[config.mk]
export PLATFORM = sky130hd
export DESIGN_NAME = off_board_decode
export DESIGN_NICKNAME = d
export VERILOG_FILES = /design/src/rtl/off_board_pkg.sv /design/src/rtl/off_board_sat_cnt.sv /design/src/rtl/off_board_decode.sv
export SDC_FILE = /design/constraint.sdc
export NUM_CORES = 1
export LEC_CHECK = 0
export ABC_AREA = 1
export BUFFER_PORTS_ARGS = -buffer_cell sky130_fd_sc_hd__buf_2
export CORE_MARGIN = 2
export CORE_UTILIZATION = 43
export DETAILED_ROUTE_END_ITERATION = 16
export PLACE_DENSITY = 0.69
export RECOVER_POWER = 25
export SLEW_MARGIN = 10
export SYNTH_ARGS = -nofsm -noshare
export SYNTH_HDL_FRONTEND = slang
export SYNTH_HIERARCHICAL = 1
export SYNTH_SLANG_ARGS = --single-unit
export TNS_END_PERCENT = 10
[constraint.sdc]
create_clock -name clk -period 5.7 [get_ports clk]
set_input_delay 1.14 -clock clk [delete_from_list [all_inputs] [get_ports clk]]
set_output_delay 1.14 -clock clk [all_outputs]
set_load 0.01 [all_outputs]
[src/rtl/off_board_pkg.sv]
// Shared definitions for the off-board word link framing (decode and encode sides).
// Holds the sync pattern, the deframer state encoding and the header validity rule.
package off_board_pkg;

  localparam logic [15:0] OB_SYNC = 16'hA5A5;

  typedef enum logic [1:0] {
    HUNT    = 2'd0,
    PAYLOAD = 2'd1,
    CHECK   = 2'd2
  } ob_dec_state_t;

  // A header is valid when the sync matches and the length is 1..max_len.
  function automatic logic ob_hdr_ok(input logic [31:0] word, input logic [16:0] max_len);
    return (word[31:16] == OB_SYNC) && (word[15:0] != 16'd0) &&
           ({1'b0, word[15:0]} <= max_len);
  endfunction

endpackage

[src/rtl/off_board_sat_cnt.sv]
// Saturating up-counter: stops at all-ones instead of wrapping.
module off_board_sat_cnt #(
  parameter int W = 16
) (
  input  logic         clk,
  input  logic         reset,
  input  logic         inc,
  output logic [W-1:0] count
);

  always_ff @(posedge clk) begin
    if (reset) begin
      count <= '0;
    end else if (inc && (count != '1)) begin
      count <= count + W'(1);
    end
  end

endmodule

[src/rtl/off_board_decode.sv]
// Receive-side deframer: hunts for a sync/length header, forwards payload cut-through
// with a last marker, and checks the trailing mod-2^32 checksum.
module off_board_decode
  import off_board_pkg::*;
#(
  parameter int MAX_LEN = 256,
  parameter int CNT_W   = 16
) (
  input  logic             clk,
  input  logic             reset,
  input  logic [31:0]      t0_data,
  input  logic             t0_valid,
  output logic             t0_ready,
  output logic [31:0]      i0_data,
  output logic             i0_valid,
  output logic             i0_last,
  input  logic             i0_ready,
  output logic             frame_ok,
  output logic             frame_err,
  output logic [CNT_W-1:0] good_cnt,
  output logic [CNT_W-1:0] bad_cnt,
  output logic [CNT_W-1:0] drop_cnt
);

  localparam logic [16:0] MAX_LEN_L = 17'(MAX_LEN);

  ob_dec_state_t state_reg, state_next;
  logic [31:0]   sum_reg;
  logic [15:0]   remaining_reg;

  logic          accept;
  logic          hdr_ok;
  logic          sum_match;
  logic          load_hdr;
  logic          load_pay;
  logic          drop_inc;
  logic          check_acc;
  logic [2:0]    cnt_inc;
  logic [CNT_W-1:0] cnt_val [3];

  assign hdr_ok    = ob_hdr_ok(t0_data, MAX_LEN_L);
  assign sum_match = (t0_data == sum_reg);
  assign accept    = t0_valid && t0_ready;

  always_ff @(posedge clk) begin
    if (reset) begin
      state_reg <= HUNT;
    end else begin
      state_reg <= state_next;
    end
  end

  always_comb begin
    state_next = state_reg;
    case (state_reg)
      HUNT:    if (accept && hdr_ok) state_next = PAYLOAD;
      PAYLOAD: if (accept && (remaining_reg == 16'd1)) state_next = CHECK;
      CHECK:   if (accept) state_next = HUNT;
      default: state_next = HUNT;
    endcase
  end

  // Backpressure only applies in PAYLOAD; header and checksum words never reach the output register.
  always_comb begin
    t0_ready  = 1'b1;
    load_hdr  = 1'b0;
    load_pay  = 1'b0;
    drop_inc  = 1'b0;
    check_acc = 1'b0;
    case (state_reg)
      HUNT: begin
        load_hdr = t0_valid && hdr_ok;
        drop_inc = t0_valid && !hdr_ok;
      end
      PAYLOAD: begin
        t0_ready = !i0_valid || i0_ready;
        load_pay = t0_valid && t0_ready;
      end
      CHECK: begin
        check_acc = t0_valid;
      end
      default: begin
        t0_ready = 1'b1;
      end
    endcase
  end

  always_ff @(posedge clk) begin
    if (reset) begin
      sum_reg       <= '0;
      remaining_reg <= '0;
      i0_data       <= '0;
      i0_valid      <= 1'b0;
      i0_last       <= 1'b0;
      frame_ok      <= 1'b0;
      frame_err     <= 1'b0;
    end else begin
      frame_ok  <= check_acc && sum_match;
      frame_err <= check_acc && !sum_match;
      if (load_hdr) begin
        remaining_reg <= t0_data[15:0];
        sum_reg       <= t0_data;
      end
      if (load_pay) begin
        remaining_reg <= remaining_reg - 16'd1;
        sum_reg       <= sum_reg + t0_data;
        i0_data       <= t0_data;
        i0_valid      <= 1'b1;
        i0_last       <= (remaining_reg == 16'd1);
      end else if (i0_ready) begin
        i0_valid <= 1'b0;
      end
    end
  end

  assign cnt_inc[0] = check_acc && sum_match;
  assign cnt_inc[1] = check_acc && !sum_match;
  assign cnt_inc[2] = drop_inc;

  generate
    for (genvar gi = 0; gi < 3; gi++) begin : g_cnt
      off_board_sat_cnt #(.W(CNT_W)) u_cnt (
        .clk   (clk),
        .reset (reset),
        .inc   (cnt_inc[gi]),
        .count (cnt_val[gi])
      );
    end
  endgenerate

  assign good_cnt = cnt_val[0];
  assign bad_cnt  = cnt_val[1];
  assign drop_cnt = cnt_val[2];

endmodule
==> metrics.txt <==
result of the run=complete, no violations; Fmax=287 MHz; n_diodes=0; area of the mapped netlist=0.00863 mm2; Boundary Pins=between 100 and 150; initial core utilization=0.441; buffer and inverter count on the worst path=1; source-to-sink clock delay at the later pin of the worst-skew pair=~420 ps; cell breakdown of the critical path=buf_2 -> ha_1 -> nor4_1 -> nand4_1 -> nor3_1 -> nand3_1 -> nor2_1 -> nand3_1 -> or2_0 -> nor2_1 -> nand3_1 -> nand2_1 -> nor2_1; average wire per cell in the routed design=~14 um; Detail Placement HPWL=around 18,000 um; number of hold-repair buffers added at the cts stage=0; Inserted Clock Buffers=17; data arrival at the endpoint of the critical path=about 3800 ps; maximum number of pins on one net before global-route repair=a little under 90; global-route wire length before repair=41,300 um; Ys Warns=6; port bufs=120; Remaining DRCs=0; max reg flops=48; Antenna Violating Nets Remaining=0; WL final=24,900 um; slack of the worst reg-to-reg path=between 2000 and 3000 ps; share of final-layout standard cells stronger than drive strength 1=0.107; detailed-route via count=around 9,000; Crit Path Category=input pin to flip-flop; setup-violating endpoint count in the final report=0; worst path required time=about 6000 ps; number of nets in the synthesized netlist=around 1,500; Final Hold Fails=0; number of buffers between clock root and the deepest sink=2; residual overflow from global routing=0; global placement routability congestion=0.950; aggregate negative setup slack=0 ps; via count of the first global-routing pass=a little over 8,000; Final Cycle Share=0.612; root buffer selected by CTS=sky130_fd_sc_hd__clkbuf_16; # H-tree levels=4; total global routing track utilization=0.237; portion of the post-synthesis area used by sequential elements=0.311; post_cts resized=0; count of final max-slew check failures=0; chip width=between 100 and 150 um; number of flip-flops and latches in the synthesized netlist=134; initial antenna violation count=0; clock slew at reported path FFs=approximately 60 ps; ratio of routed vias to standard cells=5.03; net count reported at finish=between 1,500 and 2,000; Layout area overhead=15.9%; post-layout minimum cycle time=3490 ps; Mapped Avg Cell Area=approximately 6.2 um2; P per Cell Area=approximately 230 mW/mm2; Max-cap violations=0; Netlist cell types=approximately 40; DRC marker count from the first detailed-route iteration=a little over 600; unrepaired setup endpoints after global routing=false; TritonCTS clock tree=built; first-pass iteration count of the detailed router=7; Die Footprint=approximately 0.021 mm2; biggest fanout along the worst timing path=8; number of clock sinks seen by CTS=134; Largest delay share family, worst path=simple AND/OR/NAND/NOR gates; capturing element type of the critical path=flip-flop; Slew HR=0.305; maximum single-stage delay on the critical path=480 ps; area of the placeable core=just under 0.02 mm2; count of buffers added by post-CTS timing repair for setup=0; Setup Skew=approximately 17 ps; Hold Crit Class=flip-flop to flip-flop; IR drop worst, VDD=just under 200 uV; sort of element at the start of the critical path=input pin; Worst Hold Margin=about 460 ps; Tightest Pin Transition=about 1000 ps; slowest CP cell=sky130_fd_sc_hd__nor2_1; number of standard cells after synthesis=around 1,400; die height=roughly 150 um; P_leak=between 0.004 and 0.005 uW; Site Rows=between 50 and 60
## through the flow
stage | cell area (um2) | setup slack [ps] | cells | power, uW | utilization
after CTS | 10100 | 2290 | 1786 | 2370 | 0.514
after global placement | 9390 | 1950 | 1754 | 1080 | 0.479
final | 10000 | 2210 | 1786 | 2350 | 0.511
after floorplan | 8630 | 2660 | 1399 | 1040 | -
after global routing | 10000 | 1930 | 1786 | 2430 | 0.511
after detailed placement | 9390 | 1870 | 1754 | 1080 | 0.479
## cells in the final DEF (no fill, tap or decap), types with 4 or more instances in the layout
master,count
sky130_fd_sc_hd__nand2_1,401
sky130_fd_sc_hd__nor2_1,215
sky130_fd_sc_hd__inv_1,158
sky130_fd_sc_hd__dfxtp_1,134
sky130_fd_sc_hd__a21oi_1,124
sky130_fd_sc_hd__nand3_1,99
sky130_fd_sc_hd__buf_2,66
sky130_fd_sc_hd__clkbuf_1,56
sky130_fd_sc_hd__o21ai_0,55
sky130_fd_sc_hd__ha_1,36
sky130_fd_sc_hd__nor2_2,31
sky130_fd_sc_hd__nand4_1,18
sky130_fd_sc_hd__clkbuf_16,17
sky130_fd_sc_hd__nor3_1,13
sky130_fd_sc_hd__nor4_1,9
sky130_fd_sc_hd__inv_2,7
sky130_fd_sc_hd__nand3b_1,7
sky130_fd_sc_hd__o21ai_1,6
sky130_fd_sc_hd__or2_2,6
sky130_fd_sc_hd__bufinv_16,6
sky130_fd_sc_hd__nor2_4,6
sky130_fd_sc_hd__nand2_2,6
sky130_fd_sc_hd__xnor2_1,4
sky130_fd_sc_hd__o21bai_1,4
sky130_fd_sc_hd__or2_0,4
sky130_fd_sc_hd__o21a_1,4
## layout make-up
type	instances	area (um2)
clock inverters	11	219
repair buffers	123	556
clock buffers	21	460
well taps	265	332
multi-input cells	1066	5130
fillers	2062	9590
flip-flops and latches	134	2680
inverters	166	623
## where the power goes
group	internal, uW	switching, uW
sequential	938	1.66
clock	847	435
combinational	38.0	87.8
## worst paths after layout
check / startpoint / to / cells after the start
setup reg to reg: sum_reg[15] / g_cnt[0].u_cnt/count[13] / 12
hold reg to reg: remaining_reg[14] / remaining_reg[14] / 2
setup / recovery: t0_data[15] / g_cnt[0].u_cnt/count[13] / 13
hold / removal: remaining_reg[14] / remaining_reg[14] / 2
## worst register-to-register path: stages (launching register included)
cell and delay [ps]:
sky130_fd_sc_hd__dfxtp_1 310, sky130_fd_sc_hd__ha_1 350, sky130_fd_sc_hd__nor4_1 360, sky130_fd_sc_hd__nand4_1 200, sky130_fd_sc_hd__nor3_1 230, sky130_fd_sc_hd__nand3_1 190
sky130_fd_sc_hd__nor2_1 480, sky130_fd_sc_hd__nand3_1 160, sky130_fd_sc_hd__or2_0 220, sky130_fd_sc_hd__nor2_1 130, sky130_fd_sc_hd__nand3_1 90, sky130_fd_sc_hd__nand2_1 70
sky130_fd_sc_hd__nor2_1 50
## cells in the mapped netlist, drive strengths merged
library cell,count,share of area
a21oi,125,0.073
xnor2,4,0.0041
o21a,4,0.0035
ha,36,0.052
fa,1,0.0023
o211ai,1,0.00087
a21o,1,0.00087
o21bai,4,0.0035
dfxtp,134,0.31
clkinv,1,0.00043
o21ai,61,0.035
nand3b,7,0.0061
nand2,408,0.18
inv,165,0.072
clkbuf,14,0.0074
nand3,100,0.059
nand4,18,0.013
nor2,255,0.13
nor4,9,0.0065
buf,19,0.015
xor2,2,0.0020
nor3b,2,0.0017
nor3,15,0.011
or2,12,0.0087
a21boi,1,0.00087
## metal layers
metal / GRT usage / vias up / routed length (um)
li1: - / 4686 / -
met1: 0.329 / 4062 / 12000
met2: 0.383 / 209 / 11400
met3: 0.0373 / 20 / 1250
met4: 0.0657 / 0 / 322
met5: 0 / - / 0
## kinds of logic (layout without fill, tap and decap cells)
group,after synthesis,in the layout,synth area share
simple gates,826,826,0.416
xor+xnor,6,6,0.00609
fa+ha+maj,37,37,0.0545
compound gates,197,197,0.118
buf+inv,199,321,0.0948
flops,134,134,0.311
No activity file was read; power rests on OpenSTA's default activity.
